==> src/rtl/mem_block_arbiter.sv <==
// rtl/mem_block_arbiter.sv - serialises I-side and D-side block transfers onto one memory port
// Optional: ARB_ROUND_ROBIN_EN alternates I/D grants on ties; default is fixed D_WR > D_RD > I_RD.
module mem_block_arbiter #(
    parameter int ADDR_W  = 32,
    parameter int BLK_W   = 256,
    parameter int TIMEOUT = 64
) (
    input  logic              CLK,
    input  logic              RESET,
    input  logic              iBlkRead_IN,
    input  logic [ADDR_W-1:0] iBlkAddr_IN,
    output logic [BLK_W-1:0]  iBlkData_OUT,
    output logic              iBlkValid_OUT,
    input  logic              dBlkRead_IN,
    input  logic              dBlkWrite_IN,
    input  logic [ADDR_W-1:0] dBlkAddr_IN,
    input  logic [BLK_W-1:0]  dBlkWData_IN,
    output logic [BLK_W-1:0]  dBlkRData_OUT,
    output logic              dBlkValid_OUT,
    output logic [ADDR_W-1:0] blk_address_2M,
    output logic              blkRead_2M,
    output logic              blkWrite_2M,
    output logic [BLK_W-1:0]  block_write_2M,
    input  logic [BLK_W-1:0]  block_read_fM,
    input  logic              block_read_fM_valid,
    input  logic              block_write_fM_valid,
    output logic              Busy_OUT,
    output logic              Err_OUT
);

    localparam int CNT_W = (TIMEOUT > 2) ? $clog2(TIMEOUT) : 1;
    localparam logic [CNT_W-1:0] CNT_LAST = CNT_W'(TIMEOUT - 1);
    localparam logic [ADDR_W-1:0] BLK_MASK = ~ADDR_W'(31);

    typedef enum logic [2:0] {
        IDLE = 3'd0,
        I_RD = 3'd1,
        D_RD = 3'd2,
        D_WR = 3'd3,
        RESP = 3'd4
    } state_t;

    state_t            state, state_n;
    logic [CNT_W-1:0]  cnt, cnt_n;
    logic [ADDR_W-1:0] addr_n;
    logic [BLK_W-1:0]  wdata_n, i_data_n, d_data_n;
    logic              cmd_rd_n, cmd_wr_n, i_vld_n, d_vld_n, err_n;
    logic              d_req, grant_d;

`ifdef ARB_ROUND_ROBIN_EN
    // Set when the D side was served last; reset value lets I win the first tie.
    logic last_d, last_d_n;
`endif

    assign d_req = dBlkRead_IN | dBlkWrite_IN;

`ifdef ARB_ROUND_ROBIN_EN
    assign grant_d = d_req & (~iBlkRead_IN | ~last_d);
`else
    assign grant_d = d_req;
`endif

    always_comb begin
        state_n  = state;
        cnt_n    = cnt + CNT_W'(1);
        addr_n   = blk_address_2M;
        wdata_n  = block_write_2M;
        i_data_n = iBlkData_OUT;
        d_data_n = dBlkRData_OUT;
        cmd_rd_n = blkRead_2M;
        cmd_wr_n = blkWrite_2M;
        i_vld_n  = 1'b0;
        d_vld_n  = 1'b0;
        err_n    = Err_OUT;
`ifdef ARB_ROUND_ROBIN_EN
        last_d_n = last_d;
`endif
        case (state)
            IDLE: begin
                cnt_n = '0;
                if (grant_d) begin
                    addr_n = dBlkAddr_IN & BLK_MASK;
`ifdef ARB_ROUND_ROBIN_EN
                    last_d_n = 1'b1;
`endif
                    if (dBlkWrite_IN) begin
                        state_n  = D_WR;
                        cmd_wr_n = 1'b1;
                        wdata_n  = dBlkWData_IN;
                    end else begin
                        state_n  = D_RD;
                        cmd_rd_n = 1'b1;
                    end
                end else if (iBlkRead_IN) begin
                    state_n  = I_RD;
                    cmd_rd_n = 1'b1;
                    addr_n   = iBlkAddr_IN & BLK_MASK;
`ifdef ARB_ROUND_ROBIN_EN
                    last_d_n = 1'b0;
`endif
                end
            end
            I_RD, D_RD: begin
                // A valid arriving on the last allowed cycle still counts as success.
                if (block_read_fM_valid || cnt == CNT_LAST) begin
                    state_n  = RESP;
                    cmd_rd_n = 1'b0;
                    cnt_n    = '0;
                    if (!block_read_fM_valid)
                        err_n = 1'b1;
                    if (state == I_RD) begin
                        i_vld_n  = 1'b1;
                        i_data_n = block_read_fM_valid ? block_read_fM : '0;
                    end else begin
                        d_vld_n  = 1'b1;
                        d_data_n = block_read_fM_valid ? block_read_fM : '0;
                    end
                end
            end
            D_WR: begin
                if (block_write_fM_valid || cnt == CNT_LAST) begin
                    state_n  = RESP;
                    cmd_wr_n = 1'b0;
                    cnt_n    = '0;
                    d_vld_n  = 1'b1;
                    if (!block_write_fM_valid)
                        err_n = 1'b1;
                end
            end
            RESP: begin
                state_n = IDLE;
                cnt_n   = '0;
            end
            default: begin
                state_n  = IDLE;
                cnt_n    = '0;
                cmd_rd_n = 1'b0;
                cmd_wr_n = 1'b0;
            end
        endcase
    end

    always_ff @(posedge CLK) begin
        if (RESET) begin
            state          <= IDLE;
            cnt            <= '0;
            blk_address_2M <= '0;
            block_write_2M <= '0;
            iBlkData_OUT   <= '0;
            dBlkRData_OUT  <= '0;
            blkRead_2M     <= 1'b0;
            blkWrite_2M    <= 1'b0;
            iBlkValid_OUT  <= 1'b0;
            dBlkValid_OUT  <= 1'b0;
            Busy_OUT       <= 1'b0;
            Err_OUT        <= 1'b0;
`ifdef ARB_ROUND_ROBIN_EN
            last_d         <= 1'b1;
`endif
        end else begin
            state          <= state_n;
            cnt            <= cnt_n;
            blk_address_2M <= addr_n;
            block_write_2M <= wdata_n;
            iBlkData_OUT   <= i_data_n;
            dBlkRData_OUT  <= d_data_n;
            blkRead_2M     <= cmd_rd_n;
            blkWrite_2M    <= cmd_wr_n;
            iBlkValid_OUT  <= i_vld_n;
            dBlkValid_OUT  <= d_vld_n;
            Busy_OUT       <= (state_n != IDLE);
            Err_OUT        <= err_n;
`ifdef ARB_ROUND_ROBIN_EN
            last_d         <= last_d_n;
`endif
        end
    end

endmodule

==> config.mk <==
export PLATFORM = sky130hd
export DESIGN_NAME = mem_block_arbiter
export DESIGN_NICKNAME = d
export VERILOG_FILES = /design/src/rtl/mem_block_arbiter.sv
export SDC_FILE = /design/constraint.sdc
export NUM_CORES = 2
export LEC_CHECK = 0
export BUFFER_PORTS_ARGS = -buffer_cell sky130_fd_sc_hd__buf_4
export CAP_MARGIN = 40
export CORE_AREA = 2 2 546 548
export CTS_CLUSTER_DIAMETER = 40
export DETAILED_ROUTE_END_ITERATION = 10
export DIE_AREA = 0 0 548 550
export GPL_TIMING_DRIVEN = 0
export PLACE_DENSITY_LB_ADDON = 0.1
export REMOVE_ABC_BUFFERS = 1
export SLEW_MARGIN = 20
export SYNTH_ARGS = -nofsm -noshare
export SYNTH_HDL_FRONTEND = slang
export SYNTH_SLANG_ARGS = --single-unit
==> constraint.sdc <==
create_clock -name CLK -period 2.1 [get_ports CLK]
set_input_delay 0.105 -clock CLK [delete_from_list [all_inputs] [get_ports CLK]]
set_output_delay 0.105 -clock CLK [all_outputs]
set_load 0.02 [all_outputs]
# Word-level counts from Yosys, hierarchy flattened
# Cells that the tools add are included.
[classes] bitwise=6 n_eq_ne=13 n_mux=31 add_sub_neg=1 reduce_logical=17
[ops] operator="256-bit two-way mux" count=1
[ops] operator="32-bit two-way mux" count=2
[ops] operator="1-bit two-way mux" count=16
[ops] operator="3-bit two-way mux" count=4
[ops] operator="6-bit two-way mux" count=2
[ops] operator="2-bit != test (second input constant)" count=6
[ops] operator="6-bit case mux with 2 select lines" count=1
[ops] operator="3-bit case mux with 3 select lines" count=1
[ops] operator="3-bit AND reduction" count=3
[ops] operator="4-bit AND reduction" count=2
[ops] operator="6-bit by 1-bit adder with 6-bit output (second input constant)" count=1
[ops] operator="3-bit by 2-bit equality test with 1-bit output (second input constant)" count=2
[ops] operator="6-bit equality test (second input constant)" count=1
[ops] operator="3-bit != test (second input constant)" count=2
[ops] operator="1-bit case mux with 3 select lines" count=2
[ops] operator="3-bit OR reduction" count=2
[ops] operator="1-bit NOT" count=5
[ops] operator="5-bit AND reduction" count=1
[ops] operator="1-bit case mux with 2 select lines" count=2
[ops] operator="2-bit nonzero test" count=2
[ops] operator="2-bit OR reduction" count=2
[ops] operator="3-bit by 1-bit equality test with 1-bit output (second input constant)" count=1
[ops] operator="3-bit equality test (second input constant)" count=1
[ops] operator="3-bit logical NOT" count=1
[ops] operator="other kinds (4)" count=5
[totals] out_inout_bits=806 register_bits=815 input_bits=583

# Longest topological paths before layout
[logic_depth] word_depth=5 ltp_mapped=8 depth_no_buf=5

# Worst setup path after synthesis
# No wires, ideal clock.
[synth_timing] kind="reg2reg" from="register cnt[0]" to="register iBlkData_OUT[100]" path_stages_with_launch=8 arrival_ns=1.550 required_time_ns=1.983 synth_period_minus_slack_ns=1.668 path_slack_ns=0.432 cell_sequence="dfxtp_1 -> ha_1 -> nand3_1 -> o21bai_2 -> a21oi_1 -> clkbuf_1 -> buf_2 -> a32o_1"
[synth_between] elab_chain_len=3
[synth_rtl] item="start: declaration" line="44" text="logic [CNT_W-1:0] cnt, cnt_n;"
[synth_rtl] item="start signal: assignment" line="162" text="cnt <= cnt_n;"
[synth_rtl] item="6-bit equality test" line="105" text="if (block_read_fM_valid || cnt == CNT_LAST) begin"
[synth_rtl] item="1-bit logical OR" line="105"
[synth_rtl] item="3-bit AND reduction (no source line)"
[synth_rtl] item="end signal: assignment" line="165" text="iBlkData_OUT <= i_data_n;"
[synth_rtl] item="end: declaration" line="12" text="output logic [BLK_W-1:0] iBlkData_OUT,"
# Every way passes these cells.
# A chain may end at the register's enable or synchronous reset.

==> metrics.txt <==
mean area per synthesized cell 10.5 um2; total track usage approximately an eighth; top cell family by delay on the critical path buffers and inverters; CP arrival 2780 ps; Top-Level Pins between 1,000 and 1,500; Least-Margin Pin Slew a little over 600 ps; initial antenna violation count 86; sequential cell fraction of total power a little over a quarter; Sw Ratio between 20 and 30%; Synth Register Bits 810; Netlist cell types 40; crit path capture type flip-flop; Final setup viols 0; Multi-input gate area roughly 0.0095 mm2; peak supply drop ~0.59 mV; H-tree Lvls 4; Initial DRT Pass Iterations 5; initial core utilization a little under a tenth; Pleak 24.6 nW; commonest non-fill, non-tap cell in the layout buf_4; setup tns final 0 ps; Worst setup SP type primary input; die area approximately 0.3 mm2; Root Driver clkbuf_16; Worst Path Buf+Inv 10; largest stage delay on the critical path 620 ps; Syn. warnings 0; CP required between 2000 and 3000 ps; layout cell share with drive strength beyond 1 approximately 39%; placer congestion estimate around 0.78; clock power share 54.9%; WL final between 200 and 250 mm; die span in x ~550 um; hpwl dp about 160 mm; CP cell instances buf_8 > dlygate4sd3_1 > buf_16 > nor2b_4 > buf_12 > buf_16 > buf_16 > buf_16 > buf_16 > buf_16 > buf_16 > a32o_1; Post-Syn Area about 0.027 mm2; post-synthesis xor/xnor area fraction less than 1%; grt total ovfl 0; outcome finished, final reports clean; Async SR Flop Fraction 0%; main combinational cell family by area after synthesis compound AO/OA/AOI/OAI gates; die height roughly 550 um; register area about 0.016 mm2; unrepaired setup endpoints after global routing yes; top_reg_cell synth dfxtp_1; fmax approximately 500 MHz; max_cap viols 0; clock skew just under 60 ps; power density over the cells between 1000 and 1500 mW/mm2; WL/cell around 23 um; Final Hold Viols 0; simple-gate portion of the synthesized area 8.60%; clk_lat worst skew 870 ps; DR vias/cell roughly 3.5; first-pass GRT wire length 275 mm; fin util between 20% and 30%; drt drc 0; Worst Path Max Fanout 28; Internal 45.8 mW; post-synthesis mux area share less than 1%; Final #Nets 5,418; Clock Tree Buf Depth 4; Crit-path slowest cell dlygate4sd3_1; Synth Area in Adders 0.0467%; Rel. slew slack approximately three fifths; net switching power between 15 and 20 mW; Syn Inst Count about 2,600; Fillers around 33,000; core area about 0.30 mm2; Max Slew Vio Count 0; Hold Path Class in -> reg; TritonCTS buffer count roughly 230; via count between 30,000 and 40,000; Post-synth EDFFs 0; clock sinks 810; Port Buffer Count around 1,400; clk slew on worst S/H paths about 40 ps; vias in the first global route between 30,000 and 40,000; Final min period 2030 ps; crit path kind in -> reg; row count 200; compound-cell area share of the yosys netlist about a quarter; post-synthesis sequential area ratio about three fifths; most frequent cells in the layout buf_4 (1,415), dfxtp_1 (805), dlygate4sd3_1 (780), nand2_1 (541), a32o_1 (512); antenna-violating nets left 0; 1st-iter DRT viols 1,533; cell repeated most along the worst path buf_16; Comb pwr share around 18%; Tcrit/Tclk final between 90% and 100%; TritonCTS clock tree yes; P&R area growth vs syn 124%; largest net degree at the start of global routing about 100
## power by group through the flow
stage / sequential, mW / combinational, mW / clock (mW)
4_1_cts: 17.2 / 11.9 / 36.3
2_1_floorplan: 18.7 / 2.50 / 0
3_5_place_dp: 17.5 / 9.68 / 0
3_3_place_gp: 17.0 / 7.25 / 0
5_1_grt: 17.4 / 12.3 / 37.0
6_report: 17.2 / 11.6 / 35.0
## state kept, by name (all words and copies together) (netlist names), 3 cells and up
signal	count
block_write_2M	256
dBlkRData_OUT	256
iBlkData_OUT	256
blk_address_2M	27
cnt	6
state	3
## cell usage after synthesis (3+ instances only)
cell	instances	area, um2
buf_1	21	78.8
a32o_1	512	5120
dfxtp_1	810	16200
buf_4	22	165
nor2_1	40	150
o21ai_0	31	155
nand3_1	4	20.0
nand2_1	545	2050
a311oi_1	27	236
inv_1	6	22.5
clkbuf_1	154	578
a31oi_1	3	18.8
a21oi_1	261	1310
buf_2	83	415
## repair_timing
action,in CTS,in global routing
resized for setup,44,15
hold buffers,784,0
pin swaps,7,2
setup endpoints to repair,755,179
buffers inserted,38,15
hold endpoints to repair,810,0
gates cloned,23,2
## path summary, 6_finish.rpt
path	startpoint	endpoint	slack, ps	cells after the start
max reg2reg	state[0]$_SDFF_PP0_	iBlkData_OUT[98]$_SDFFE_PP0P_	80	10
max	RESET	dBlkRData_OUT[186]$_SDFFE_PP0P_	70	12
min reg2reg	block_write_2M[146]$_SDFFE_PP0P_	block_write_2M[146]$_SDFFE_PP0P_	450	2
min	block_read_fM[94]	dBlkRData_OUT[94]$_SDFFE_PP0P_	90	3
## kinds of logic after synthesis
family | count (synthesis)
AOI/OAI and AO/OA | 847
xor gates and xnor gates | 4
adders and majority gates | 1
DFF | 810
muxes | 1
other | 1
and+or+nand+nor | 601
buffers and inverters | 286
## layer usage
layer	routed length [um]	GRT usage (%)	up-vias
met4	8590	5.13	24
met5	156	0	-
met1	74500	13.3	15032
li1	-	-	14278
met3	21200	5.90	404
met2	102000	23.1	1353
## per-stage QoR
stage / setup slack [ps] / power [mW] / hold slack, ps / std cells / cell area (um2)
final: 73.7 / 63.9 / 90.9 / 8991 / 59900
after global routing: -4.04 / 66.7 / 31.0 / 8983 / 59900
after CTS: 0.816 / 65.4 / 0.654 / 8944 / 59800
after detailed placement: -1700 / 27.2 / 355 / 7704 / 43200
after global placement: -136130 / 24.3 / 353 / 7587 / 40800
after floorplan: -27000 / 21.2 / 174 / 2275 / 25600
## area by class of cell
type | instances | share of cell area (%)
clock inverter | 91 | 1.94
clock buffer | 321 | 11.0
antenna | 35 | 0.146
sequential | 810 | 27.1
inverter | 6 | 0.0376
multi-input combinational | 1462 | 15.8
timing repair buffer | 2327 | 35.7
tap | 3939 | 8.22
## worst reg2reg max path, cell delays in order (launching register included)
cell,delay [ps]
dfxtp_4,360
nor3b_4,160
buf_8,130
buf_12,120
buf_12,150
buf_12,170
buf_16,150
buf_12,160
buf_12,150
buf_12,150
a32o_1,250
Power figures use the tool's default switching activity.
